**src/rtl/simple_uart_pkg.sv**
```systemverilog
// Shared definitions for the simple_uart buffering blocks.
// Holds the UART data width and the drain FSM state encodings, so a future
// RX FIFO can reuse the same names and widths.
package simple_uart_pkg;

  localparam int UART_DATA_WIDTH = 8;

  typedef enum logic {
    TXF_IDLE      = 1'b0,
    TXF_WAIT_DONE = 1'b1
  } txf_state_t;

endpackage

```
**src/rtl/simple_uart_fifo_ram.sv**
```systemverilog
// Byte storage for the UART FIFOs: 2^DEPTH_LOG2 entries.
// It has one synchronous write port and a combinational read at the read
// pointer. The array has no reset because stale entries are never read
// while the FIFO level says they are empty.
module simple_uart_fifo_ram
  import simple_uart_pkg::*;
#(
  parameter int DEPTH_LOG2 = 4
) (
  input  logic                       clock,
  input  logic                       wr_en,
  input  logic [DEPTH_LOG2-1:0]      wr_addr,
  input  logic [UART_DATA_WIDTH-1:0] wr_data,
  input  logic [DEPTH_LOG2-1:0]      rd_addr,
  output logic [UART_DATA_WIDTH-1:0] rd_data
);

  localparam int DEPTH = 2 ** DEPTH_LOG2;

  logic [UART_DATA_WIDTH-1:0] mem [DEPTH];

  // Store an accepted byte at the write pointer.
  always_ff @(posedge clock) begin
    if (wr_en) begin
      mem[wr_addr] <= wr_data;
    end
  end

  assign rd_data = mem[rd_addr];

endmodule

```
**src/rtl/simple_uart_tx_fifo.sv**
```systemverilog
// Transmit buffer in front of simple_uart.
// Bytes arrive through a valid/ready handshake and are queued. A two-state
// drain FSM hands them to the UART one at a time. Each handoff is a
// one-cycle tx_write pulse, and the FSM then waits for tx_done before it
// issues the next byte.
module simple_uart_tx_fifo
  import simple_uart_pkg::*;
#(
  parameter int DEPTH_LOG2 = 4
) (
  input  logic                       clock,
  input  logic                       arst_n,
  input  logic [UART_DATA_WIDTH-1:0] wr_value,
  input  logic                       wr_valid,
  output logic                       wr_ready,
  input  logic                       flush,
  output logic [DEPTH_LOG2:0]        level,
  output logic                       busy,
  output logic [UART_DATA_WIDTH-1:0] uart_tx_value,
  output logic                       uart_tx_write,
  input  logic                       uart_tx_done
);

  localparam int DEPTH = 2 ** DEPTH_LOG2;
  localparam logic [DEPTH_LOG2:0]   LEVEL_FULL = (DEPTH_LOG2 + 1)'(DEPTH);
  localparam logic [DEPTH_LOG2:0]   LEVEL_ONE  = (DEPTH_LOG2 + 1)'(1);
  localparam logic [DEPTH_LOG2-1:0] PTR_ONE    = DEPTH_LOG2'(1);

  txf_state_t state;
  txf_state_t state_next;

  logic [DEPTH_LOG2-1:0]      wr_ptr;
  logic [DEPTH_LOG2-1:0]      rd_ptr;
  logic [DEPTH_LOG2:0]        level_q;
  logic [UART_DATA_WIDTH-1:0] head_byte;
  logic [UART_DATA_WIDTH-1:0] tx_value_q;
  logic                       tx_write_q;
  logic                       push;
  logic                       issue;
  logic                       has_data;

  // Flush blocks acceptance so a write in the flush cycle is dropped cleanly.
  assign wr_ready = (level_q != LEVEL_FULL) && !flush;
  assign push     = wr_valid && wr_ready;
  assign has_data = (level_q != '0);

  simple_uart_fifo_ram #(
    .DEPTH_LOG2(DEPTH_LOG2)
  ) u_ram (
    .clock  (clock),
    .wr_en  (push),
    .wr_addr(wr_ptr),
    .wr_data(wr_value),
    .rd_addr(rd_ptr),
    .rd_data(head_byte)
  );

  // Drain FSM state register.
  always_ff @(posedge clock or negedge arst_n) begin
    if (!arst_n) begin
      state <= TXF_IDLE;
    end else begin
      state <= state_next;
    end
  end

  // Drain decision: issue the head byte when idle or when the UART just finished.
  // Flush takes priority, so nothing queued at flush time is ever issued.
  always_comb begin
    state_next = state;
    issue      = 1'b0;
    case (state)
      TXF_IDLE: begin
        if (has_data && !flush) begin
          issue      = 1'b1;
          state_next = TXF_WAIT_DONE;
        end
      end
      TXF_WAIT_DONE: begin
        if (uart_tx_done) begin
          if (has_data && !flush) begin
            issue = 1'b1;
          end else begin
            state_next = TXF_IDLE;
          end
        end
      end
      default: begin
        state_next = TXF_IDLE;
      end
    endcase
  end

  // Pointers wrap modulo depth. The level counter tells full from empty.
  always_ff @(posedge clock or negedge arst_n) begin
    if (!arst_n) begin
      wr_ptr  <= '0;
      rd_ptr  <= '0;
      level_q <= '0;
    end else if (flush) begin
      wr_ptr  <= '0;
      rd_ptr  <= '0;
      level_q <= '0;
    end else begin
      if (push) begin
        wr_ptr <= wr_ptr + PTR_ONE;
      end
      if (issue) begin
        rd_ptr <= rd_ptr + PTR_ONE;
      end
      case ({push, issue})
        2'b10:   level_q <= level_q + LEVEL_ONE;
        2'b01:   level_q <= level_q - LEVEL_ONE;
        default: level_q <= level_q;
      endcase
    end
  end

  // Registered UART handoff. The value is held until the next issue.
  always_ff @(posedge clock or negedge arst_n) begin
    if (!arst_n) begin
      tx_value_q <= '0;
      tx_write_q <= 1'b0;
    end else begin
      tx_write_q <= issue;
      if (issue) begin
        tx_value_q <= head_byte;
      end
    end
  end

  assign uart_tx_value = tx_value_q;
  assign uart_tx_write = tx_write_q;
  assign level         = level_q;
  assign busy          = (state == TXF_WAIT_DONE) || has_data;

endmodule

```
**config.mk**
```make
export PLATFORM = sky130hd
export DESIGN_NAME = simple_uart_tx_fifo
export DESIGN_NICKNAME = d
export VERILOG_FILES = /design/src/rtl/simple_uart_pkg.sv /design/src/rtl/simple_uart_fifo_ram.sv /design/src/rtl/simple_uart_tx_fifo.sv
export SDC_FILE = /design/constraint.sdc
export NUM_CORES = 1
export LEC_CHECK = 0
export BUFFER_PORTS_ARGS = -buffer_cell sky130_fd_sc_hd__buf_4
export CAP_MARGIN = 20
export CORE_AREA = 2 2 144 132
export DETAILED_ROUTE_END_ITERATION = 10
export DIE_AREA = 0 0 146 134
export PLACE_DENSITY_LB_ADDON = 0.08
export SYNTH_ARGS = -nofsm -noshare
export SYNTH_HDL_FRONTEND = slang
export SYNTH_HIERARCHICAL = 1
export SYNTH_SLANG_ARGS = --single-unit
```
**constraint.sdc**
```tcl
create_clock -name clock -period 4.1 [get_ports clock]
set_input_delay 0.205 -clock clock [delete_from_list [all_inputs] [get_ports clock]]
set_output_delay 0.205 -clock clock [all_outputs]
set_load 0.005 [all_outputs]
```
==> results.py, run 1 <==
metrics = {
    "status": {
        "status": "complete, no violations",
    },
    "routing": {
        "met3WireLength_um": 387,
        "drt_pass1_iterations": 4,
        "route.detailed.drc": 0,
        "ant_nets": 0,
        "m1WireLength_um": 6142,
        "dr_total_vias": 3162,
        "met2_length_um": 6282,
        "wirelength_um": 12910,
        "wl_per_cell_um": 20.59,
        "viasPerCell": 5.043,
        "initialDrtViolationCount": 148,
        "routed.top_layer": "met4",
    },
    "timing": {
        "finalCritPeriodShare": 0.8290,
        "period_minus_slack_ns": 3.399,
        "worst_pin_slew_ns": 1.109,
        "fin_hold_ws_ns": 0.06875,
        "fmax_mhz": 294.2,
        "slew_viol_final": 0,
        "finalHoldViolCount": 0,
        "rsz0062_at_grt": "false",
        "slew_headroom": 0.2577,
        "setup_ws_ns": 0.7010,
        "finalSetupViolations": 0,
        "fin_tns_setup_ns": 0,
        "finClkSkew_ns": 0.008084,
    },
    "clocking": {
        "cts_sinks": 151,
        "cts_max_path_buffers": 2,
        "h-tree-depth": 4,
        "cts-buffers-inserted": 17,
        "cts_tree": "built",
        "clkTransAtPathRegs_ns": 0.06,
        "clkLatencyLatePin_ns": 0.42,
        "clock-root-buffer": "clkbuf_16",
    },
    "global_routing": {
        "antenna_found_initial": 0,
        "gr-total-overflow": 0,
        "grt_use_total": 0.1402,
        "grt_max_degree": 36,
        "grt_pass1_wl_um": 19720,
        "grt_pass1_vias": 3171,
    },
    "layout": {
        "nNetsFinal": 388,
        "drive_above_1_share": 0.2592,
        "layout.cells.non_filler": 627,
        "postLayoutCellArea_um2": 7199,
        "diodes": 0,
        "syn_to_final_growth_pct": 16.57,
        "fillCellCount": 1715,
        "fin_util": 0.3975,
    },
    "worst_setup_path": {
        "crit_fanout": 19,
        "end_kind": "flip-flop",
        "required_ns": 4.40,
        "worst-endpoint-arrival_ns": 3.70,
        "worstSetupStartpointType": "flip-flop",
        "worstSetupPathType": "flip-flop to flip-flop",
        "reg2reg_slack_ns": 0.70,
    },
    "yosys": {
        "async_flop_share": 0.1523,
        "syn_inst": 329,
        "synth_top_cell_by_area": "edfxtp_1",
        "ys_seq_area_frac": 0.7156,
        "synth_compound_area_frac": 0.04032,
        "synth_top_family_by_area": "multiplexers",
        "synthDistinctLibCells": 41,
        "yosys_warnings": 6,
        "synth_edf_count": 128,
        "synthTopCellsByArea": "edfxtp_1, dfrtp_1, mux4_2",
        "synthAdderAreaFrac": 0.01337,
        "synth_xor_xnor_area_share": 0.008509,
        "synth_nets": 348,
        "synth-simple-area-share": 0.05855,
        "syn_area_per_cell_um2": 18.77,
        "ys.flop_type": "edfxtp_1",
        "synth_top_area_frac": 0.6224,
        "synthMuxAreaShare": 0.1432,
        "synth_area_um2": 6176,
        "ys_ff_latch": 151,
    },
    "place": {
        "dp_hpwl_um": 8321,
        "placed_area_um2": 6636,
        "dp_slack_ns": 0.6665,
        "placed_cells": 594,
        "place.gp.congestion": 0.7501,
        "port_buffers": 28,
    },
    "hold_path": {
        "hold_class": "input pin to flip-flop",
    },
    "die": {
        "die_w_um": 146,
        "row_count": 47,
        "die-height_um": 134,
        "core-area_um2": 18110,
        "pin_count": 29,
        "start_util": 0.3410,
        "dieArea_um2": 19560,
    },
    "pwr": {
        "leakagePower_nw": 2.440,
        "total_power_mw": 4.178,
        "p_per_area_nw_per_um2": 580.3,
        "irDropWorstVdd_v": 0.0002615,
    },
    "run": {
        "drv_cap": 0,
    },
}
[registers in the layout, summed over array words and instances, names as in the netlist]
register / cells
level: 5
rd_ptr: 4
state: 1
u_ram/mem: 128
uart_tx_value: 8
uart_tx_write: 1
wr_ptr: 4
[layout by cell type, fill, tap and decap left out, drive strengths merged, types with 2 or more instances in the layout]
cell,netlist,final
clkinv,0,7
clkbuf,2,19
or4,2,2
nand2b,6,6
nor3,6,6
a21oi,7,7
nand3,3,3
mux4,32,32
o21ai,8,8
nand3b,3,3
nand2,17,17
a22oi,16,16
and2,2,2
buf,10,35
ha,5,5
xor2,6,6
mux2,9,9
nor2,20,20
nand4,2,2
inv,4,8
dfrtp,23,23
o22ai,2,2
edfxtp,128,128
[worst max-delay path, cell delays in order (launching register included)]
cell and delay (ns):
dfrtp_1 0.46, or4_4 0.59, o211a_1 0.47, nand2b_1 0.24, inv_1 0.10, ha_1 0.32, nand2b_1 0.09, a21oi_1 0.09
or4_4 0.42, and4_4 0.19, a311o_1 0.30
[per-layer routing]
metal  up-vias  track usage
li1       1416            -
met1      1701       0.1882
met2        38       0.2251
met3         7      0.04286
met4         0      0.03560
met5         -            0
[repair_timing]
item,CTS,global route
buffers inserted,0,0
endpoints found under the setup margin,0,0
hold buffers,1,0
resized for setup,0,0
hold endpoints to repair,23,0
[final cells by class]
cell class                 count  area [µm²]  area share
clock inverter                13       120.1     0.01668
inverter                       4       15.01    0.002086
sequential                   151        4422      0.6142
clock buffer                  19       432.9     0.06013
tap                          245       306.5     0.04258
multi-input combinational    159        1630      0.2265
timing repair buffer          36       272.8     0.03789
[cell usage after synthesis (2+ instances only)]
master	count
xor2_1	6
inv_1	4
o21ai_0	7
or4_4	2
nor2_1	20
nand3_1	3
and2_1	2
edfxtp_1	128
nand4_1	2
nand3b_1	3
buf_6	3
clkdlybuf4s25_2	3
nand2b_1	6
ha_1	5
dfrtp_1	23
a21oi_1	6
buf_4	2
o22ai_1	2
mux4_1	14
a22oi_1	16
mux4_2	18
nand2_1	17
clkbuf_1	2
buf_2	5
mux2_2	9
nor3_1	6
[report_power, final]
part / switching, mW / leakage, nW / internal [mW]
clock network: 0.614 / 0.268 / 0.840
registers: 0.166 / 1.44 / 1.77
logic: 0.336 / 0.729 / 0.455
[cell families after synthesis]
kind of cell	Yosys count
adders and majority gates	6
muxes	42
DFF	151
AOI/OAI and AO/OA	37
xor gates and xnor gates	6
and+or+nand+nor	68
buffers and inverters	19
[path summary, 6_finish.rpt]
path / cells past startpoint / to / start
max: 10 / level[4]$_DFFE_PN0P_ / level[1]$_DFFE_PN0P_
min: 2 / rd_ptr[0]$_DFFE_PN0P_ / flush
max reg2reg: 10 / level[4]$_DFFE_PN0P_ / level[1]$_DFFE_PN0P_
min reg2reg: 1 / uart_tx_value[0]$_DFFE_PN0P_ / uart_tx_value[0]$_DFFE_PN0P_
max in group asynchronous: 2 / rd_ptr[1]$_DFFE_PN0P_ / arst_n
min in group asynchronous: 2 / state$_DFF_PN0_ / arst_n
Power figures use the tool's default switching activity.
==> run 2: changes to the inputs <==
==> constraint.sdc (replaced) <==
create_clock -name clock -period 3.17 [get_ports clock]
set_input_delay 0.1585 -clock clock [delete_from_list [all_inputs] [get_ports clock]]
set_output_delay 0.1585 -clock clock [all_outputs]
set_load 0.005 [all_outputs]
==> run 2 against run 1 <==
Power is 33% higher; non-clock buffer count is 11 higher; final area is 1.9% higher; register-to-register slack worse by 0.52 ns; core utilization is 0.75 points higher; critical endpoint unchanged.
==> results.py, run 2 (synthesized netlist as in run 1, its figures left out) <==
metrics = {
    "status": {
        "status": "complete, no violations",
    },
    "layout": {
        "layout_commonest_cell": "edfxtp_1",
        "layout_common_cells": "edfxtp_1, buf_4, dfrtp_1",
        "drive_above_1_share": 0.2875,
        "syn_to_final_growth_pct": 18.78,
        "diodes": 0,
        "layout.cells.non_filler": 638,
        "largest-register": "u_ram/mem",
        "postLayoutCellArea_um2": 7336,
        "largest_reg_flops": 128,
        "nNetsFinal": 399,
    },
    "worst_setup_path": {
        "worstSetupStartpointType": "flip-flop",
        "worst-endpoint-arrival_ns": 3.29,
        "worstSetupPathType": "flip-flop to flip-flop",
        "crit_fanout": 5,
        "required_ns": 3.47,
        "end_kind": "flip-flop",
    },
    "clocking": {
        "cts_tree": "built",
        "clock-root-buffer": "clkbuf_16",
        "cts-buffers-inserted": 17,
        "h-tree-depth": 4,
        "cts_max_path_buffers": 2,
        "clkTransAtPathRegs_ns": 0.06,
        "cts_sinks": 151,
        "clkLatencyLatePin_ns": 0.42,
    },
    "timing": {
        "finClkSkew_ns": 0.006645,
        "finalCritPeriodShare": 0.9440,
        "fmax_mhz": 334.2,
        "slew_headroom": 0.2729,
        "setup_ws_ns": 0.1777,
        "worst_pin_slew_ns": 1.087,
        "finalHoldViolCount": 0,
        "finalSetupViolations": 0,
        "slew_viol_final": 0,
        "fin_tns_setup_ns": 0,
        "period_minus_slack_ns": 2.992,
        "rsz0062_at_grt": "false",
    },
    "place": {
        "place.gp.congestion": 0.7440,
        "dp_slack_ns": 0.1677,
        "port_buffers": 28,
        "dp_hpwl_um": 8454,
        "placed_cells": 602,
        "placed_area_um2": 6708,
    },
    "routing": {
        "route.detailed.drc": 0,
        "wirelength_um": 13090,
        "ant_nets": 0,
        "initialDrtViolationCount": 257,
        "viasPerCell": 4.986,
        "drt_pass1_iterations": 4,
        "wl_per_cell_um": 20.52,
        "dr_total_vias": 3181,
    },
    "hold_path": {
        "hold_class": "input pin to flip-flop",
    },
    "die": {
        "pin_count": 29,
        "die-height_um": 134,
        "dieArea_um2": 19560,
        "row_count": 47,
        "die_w_um": 146,
        "core-area_um2": 18110,
        "start_util": 0.3410,
    },
    "run": {
        "drv_cap": 0,
    },
    "global_routing": {
        "grt_pass1_vias": 3357,
        "gr-total-overflow": 0,
        "grt_max_degree": 36,
        "grt_pass1_wl_um": 20710,
        "antenna_found_initial": 0,
        "grt_use_total": 0.1452,
    },
    "pwr": {
        "leakagePower_nw": 2.519,
        "irDropWorstVdd_v": 0.0003363,
        "p_per_area_nw_per_um2": 759.1,
    },
}
-- run 2: cell types whose count changed in the layout (fill, tap and decap cells not counted) --
cell | previous run | this run
clkinv_8 | 0 | 1
inv_8 | 0 | 3
inv_6 | 4 | 3
buf_12 | 0 | 1
clkinv_4 | 4 | 5
clkbuf_1 | 2 | 0
clkinv_2 | 1 | 0
clkinv_1 | 2 | 1
buf_6 | 0 | 2
buf_4 | 35 | 43
-- run 2: layer usage --
metal / global-route usage / vias up / share of wire
li1: - / 1436 / -
met1: 0.2086 / 1672 / 0.48
met2: 0.2201 / 60 / 0.47
met3: 0.03367 / 13 / 0.031
met4: 0.04800 / 0 / 0.013
met5: 0 / - / 0
-- run 2: worst max-delay path: stages, from the launching register on --
cell and delay [ns]:
dfrtp_2 0.46, or4_4 0.52, o211a_1 0.24, nand2b_1 0.12, inv_1 0.09, ha_1 0.32
nand2b_1 0.09, a21oi_1 0.09, or4_4 0.43, and4_4 0.19, a311o_1 0.31
-- run 2: power by group --
group          total, mW  switching [mW]  internal [mW]
registers           2.38          0.0917           2.29
clock network       1.98           0.872           1.11
logic               1.21           0.572          0.634
-- run 2: metrics by stage --
step           utilization  total power, mW  hold WS [ns]
2_1_floorplan            -            3.225       -0.1371
3_3_place_gp        0.3703            3.642       0.07862
3_5_place_dp        0.3703            3.641       0.08349
4_1_cts             0.4033            5.639       0.01120
5_1_grt             0.4050            5.861       0.02812
6_report            0.4050            5.569       0.02225
-- run 2: layout make-up --
| type | count | area, µm² |
|---|---|---|
| flip-flops and latches | 151 | 4422 |
| fillers | 1688 | 10780 |
| well taps | 245 | 306.5 |
| clock inverters | 15 | 161.4 |
| multi-input cells | 159 | 1630 |
| repair buffers | 47 | 375.4 |
| inverters | 4 | 15.01 |
| clock buffers | 17 | 425.4 |
-- run 2: path summary, 6_finish.rpt --
kind                                              start                            to  slack (ns)  depth (start not counted)
hold / removal                                    flush         rd_ptr[0]$_DFFE_PN0P_        0.02                          2
setup / recovery                   level[3]$_DFFE_PN0P_          level[4]$_DFFE_PN0P_        0.18                         10
setup reg to reg                   level[3]$_DFFE_PN0P_          level[4]$_DFFE_PN0P_        0.18                         10
hold reg to reg            uart_tx_value[4]$_DFFE_PN0P_  uart_tx_value[4]$_DFFE_PN0P_        0.51                          1
max in group asynchronous                        arst_n         rd_ptr[0]$_DFFE_PN0P_        2.74                          2
min in group asynchronous                        arst_n          level[2]$_DFFE_PN0P_        0.17                          2
-- run 2: repair_timing --
item                       4_1_cts  5_1_grt
setup endpoints to repair        0        1
setup buffers                    0        1
hold endpoints to repair        23        0
resized for setup                0        1
hold buffers                     1        0
==> run 3: changes to the inputs <==
==> constraint.sdc (replaced) <==
create_clock -name clock -period 3.17 [get_ports clock]
set_input_delay 0.1585 -clock clock [delete_from_list [all_inputs] [get_ports clock]]
set_output_delay 0.1585 -clock clock [all_outputs]
set_load 0.1 [all_outputs]
==> run 3 against run 2 <==
Sequential share of layout area up 0.34 points; global-route usage decreased by 0.22 points; clock power down 6%; register-to-register slack got worse by 0.02 ns; maximum frequency down 0.58%; clock skew hardly changed.
==> results.py, run 3 (synthesized netlist as in run 1, its figures left out) <==
metrics = {
    "die": {
        "die-height_um": 134,
        "dieArea_um2": 19560,
        "pin_count": 29,
        "die_w_um": 146,
        "start_util": 0.3410,
        "row_count": 47,
        "core-area_um2": 18110,
    },
    "worst_setup_path": {
        "rr_endpoint": "level[4]$_DFFE_PN0P_",
        "rr_worst_depth": 10,
        "r2r-start": "level[0]$_DFFE_PN0P_",
        "cp_slowest_cell": "or4_4",
        "cpLargestDelayFamily": "simple AND/OR/NAND/NOR gates",
        "end_kind": "flip-flop",
        "crit_chain": "or4_4, o211a_1, nand2b_4, inv_2, ha_1, nor2_1, a21oi_1, or4_4, and4_4, a311o_1",
        "required_ns": 3.47,
        "worst-endpoint-arrival_ns": 3.31,
        "crit_fanout": 8,
        "cp_slowest_stage_delay_ns": 0.57,
        "crit_buf_inv": 1,
        "worstSetupStartpointType": "flip-flop",
        "path_common_cell": "or4_4",
        "reg2reg_slack_ns": 0.16,
        "worstSetupPathType": "flip-flop to flip-flop",
    },
    "global_routing": {
        "busiest_layer": "met2",
        "gr-usage-met3": 0.03503,
        "gr-total-overflow": 0,
        "grt_use_met2": 0.2264,
        "antenna_found_initial": 0,
        "grt_pass1_vias": 3215,
        "use_met1": 0.1948,
        "grt_use_total": 0.1431,
        "grt_max_degree": 36,
        "grt_pass1_wl_um": 20130,
    },
    "clocking": {
        "clkTransAtPathRegs_ns": 0.06,
        "clock-root-buffer": "clkbuf_16",
        "cts_sinks": 151,
        "clkLatencyLatePin_ns": 0.42,
        "postCtsHoldBufs": 1,
        "cts-buffers-inserted": 17,
        "post_cts_buffers": 0,
        "cts_max_path_buffers": 2,
        "cts_tree": "built",
        "cts_resized": 0,
        "h-tree-depth": 4,
    },
    "timing": {
        "finClkSkew_ns": 0.006823,
        "slew_viol_final": 0,
        "finalSetupViolations": 0,
        "period_minus_slack_ns": 3.010,
        "finalHoldViolCount": 0,
        "fin_hold_ws_ns": 0.02104,
        "slew_headroom": 0.3840,
        "fmax_mhz": 332.3,
        "worst_pin_slew_ns": 0.9206,
        "rsz0062_at_grt": "false",
        "finalCritPeriodShare": 0.9494,
        "setup_ws_ns": 0.1603,
    },
    "pwr": {
        "comb_power_share": 0.293,
        "p_seq_frac": 0.401,
        "p_per_area_nw_per_um2": 832.8,
        "switching_share": 0.3533,
        "internal_power_mw": 3.937,
        "clockPowerShare": 0.306,
        "irDropWorstVdd_v": 0.0003328,
        "switching_power_mw": 2.151,
        "leakagePower_nw": 2.491,
    },
    "layout": {
        "syn_to_final_growth_pct": 18.35,
        "drive_above_1_share": 0.3010,
        "largest-register": "u_ram/mem",
        "layout.cells.non_filler": 637,
        "layout_commonest_cell": "edfxtp_1",
        "layout_common_cells": "edfxtp_1, buf_4, nor2_1",
        "largest_reg_flops": 128,
        "nNetsFinal": 398,
        "diodes": 0,
        "fin_util": 0.4036,
    },
    "hold_path": {
        "hold_class": "input pin to flip-flop",
        "hold_depth": 2,
        "timing.hold.worst.start": "flush",
        "min_to": "rd_ptr[0]$_DFFE_PN0P_",
    },
    "place": {
        "dp_slack_ns": 0.1848,
        "placed_cells": 604,
        "place.gp.congestion": 0.7403,
        "dp_hpwl_um": 8438,
        "port_buffers": 28,
    },
    "routing": {
        "initialDrtViolationCount": 226,
        "wl_per_cell_um": 20.70,
        "dr_total_vias": 3118,
        "ant_nets": 0,
        "route.detailed.drc": 0,
        "wirelength_um": 13190,
        "viasPerCell": 4.895,
        "drt_pass1_iterations": 4,
    },
    "run": {
        "drv_cap": 0,
    },
    "status": {
        "status": "complete, no violations",
    },
}
run 3: worst register-to-register path: stages, from the launching register on:
cell and delay [ns]:
dfrtp_4 0.53, or4_4 0.57, o211a_1 0.26, nand2b_4 0.09, inv_2 0.06, ha_1 0.29
nor2_1 0.09, a21oi_1 0.07, or4_4 0.43, and4_4 0.19, a311o_1 0.31
run 3: worst max-delay path by stage:
stage,end,start,cells past startpoint,slack (ns)
2_1_floorplan,level[4]$_DFFE_PN0P_,level[0]$_DFFE_PN0P_,11,-0.006
3_3_place_gp,level[4]$_DFFE_PN0P_,level[0]$_DFFE_PN0P_,10,0.19
3_5_place_dp,level[4]$_DFFE_PN0P_,level[0]$_DFFE_PN0P_,10,0.18
4_1_cts,level[4]$_DFFE_PN0P_,level[0]$_DFFE_PN0P_,10,0.16
5_1_grt,level[4]$_DFFE_PN0P_,level[0]$_DFFE_PN0P_,10,0.04
6_report,level[4]$_DFFE_PN0P_,level[0]$_DFFE_PN0P_,10,0.16
run 3: routing by layer:
layer	part of all wire	vias up
li1	-	1426
met3	0.034	15
met5	0	-
met1	0.47	1634
met2	0.48	43
met4	0.014	0
run 3: final cells by class:
cell class | instances | area [µm²]
clock buffer | 18 | 429.2
tap | 245 | 306.5
inverter | 4 | 15.01
clock inverter | 14 | 112.6
sequential | 151 | 4431
fill | 1703 | 10800
timing repair buffer | 46 | 360.3
multi-input combinational | 159 | 1655
run 3: per-stage QoR:
stage / setup TNS (ns) / total power, mW / area (µm²)
2_1_floorplan: -0.005704 / 3.884 / 6213
3_3_place_gp: 0 / 4.290 / 6758
3_5_place_dp: 0 / 4.291 / 6758
4_1_cts: 0 / 6.166 / 7310
5_1_grt: 0 / 6.360 / 7310
6_report: 0 / 6.087 / 7310
run 3: power groups by stage:
| stage | logic (mW) | clock network (mW) | registers (mW) |
|---|---|---|---|
| 4_1_cts | 1.81 | 1.91 | 2.45 |
| 6_report | 1.78 | 1.86 | 2.44 |
| 2_1_floorplan | 0.888 | 0 | 3.00 |
| 3_5_place_dp | 1.80 | 0 | 2.49 |
| 5_1_grt | 1.90 | 1.99 | 2.47 |
| 3_3_place_gp | 1.81 | 0 | 2.48 |
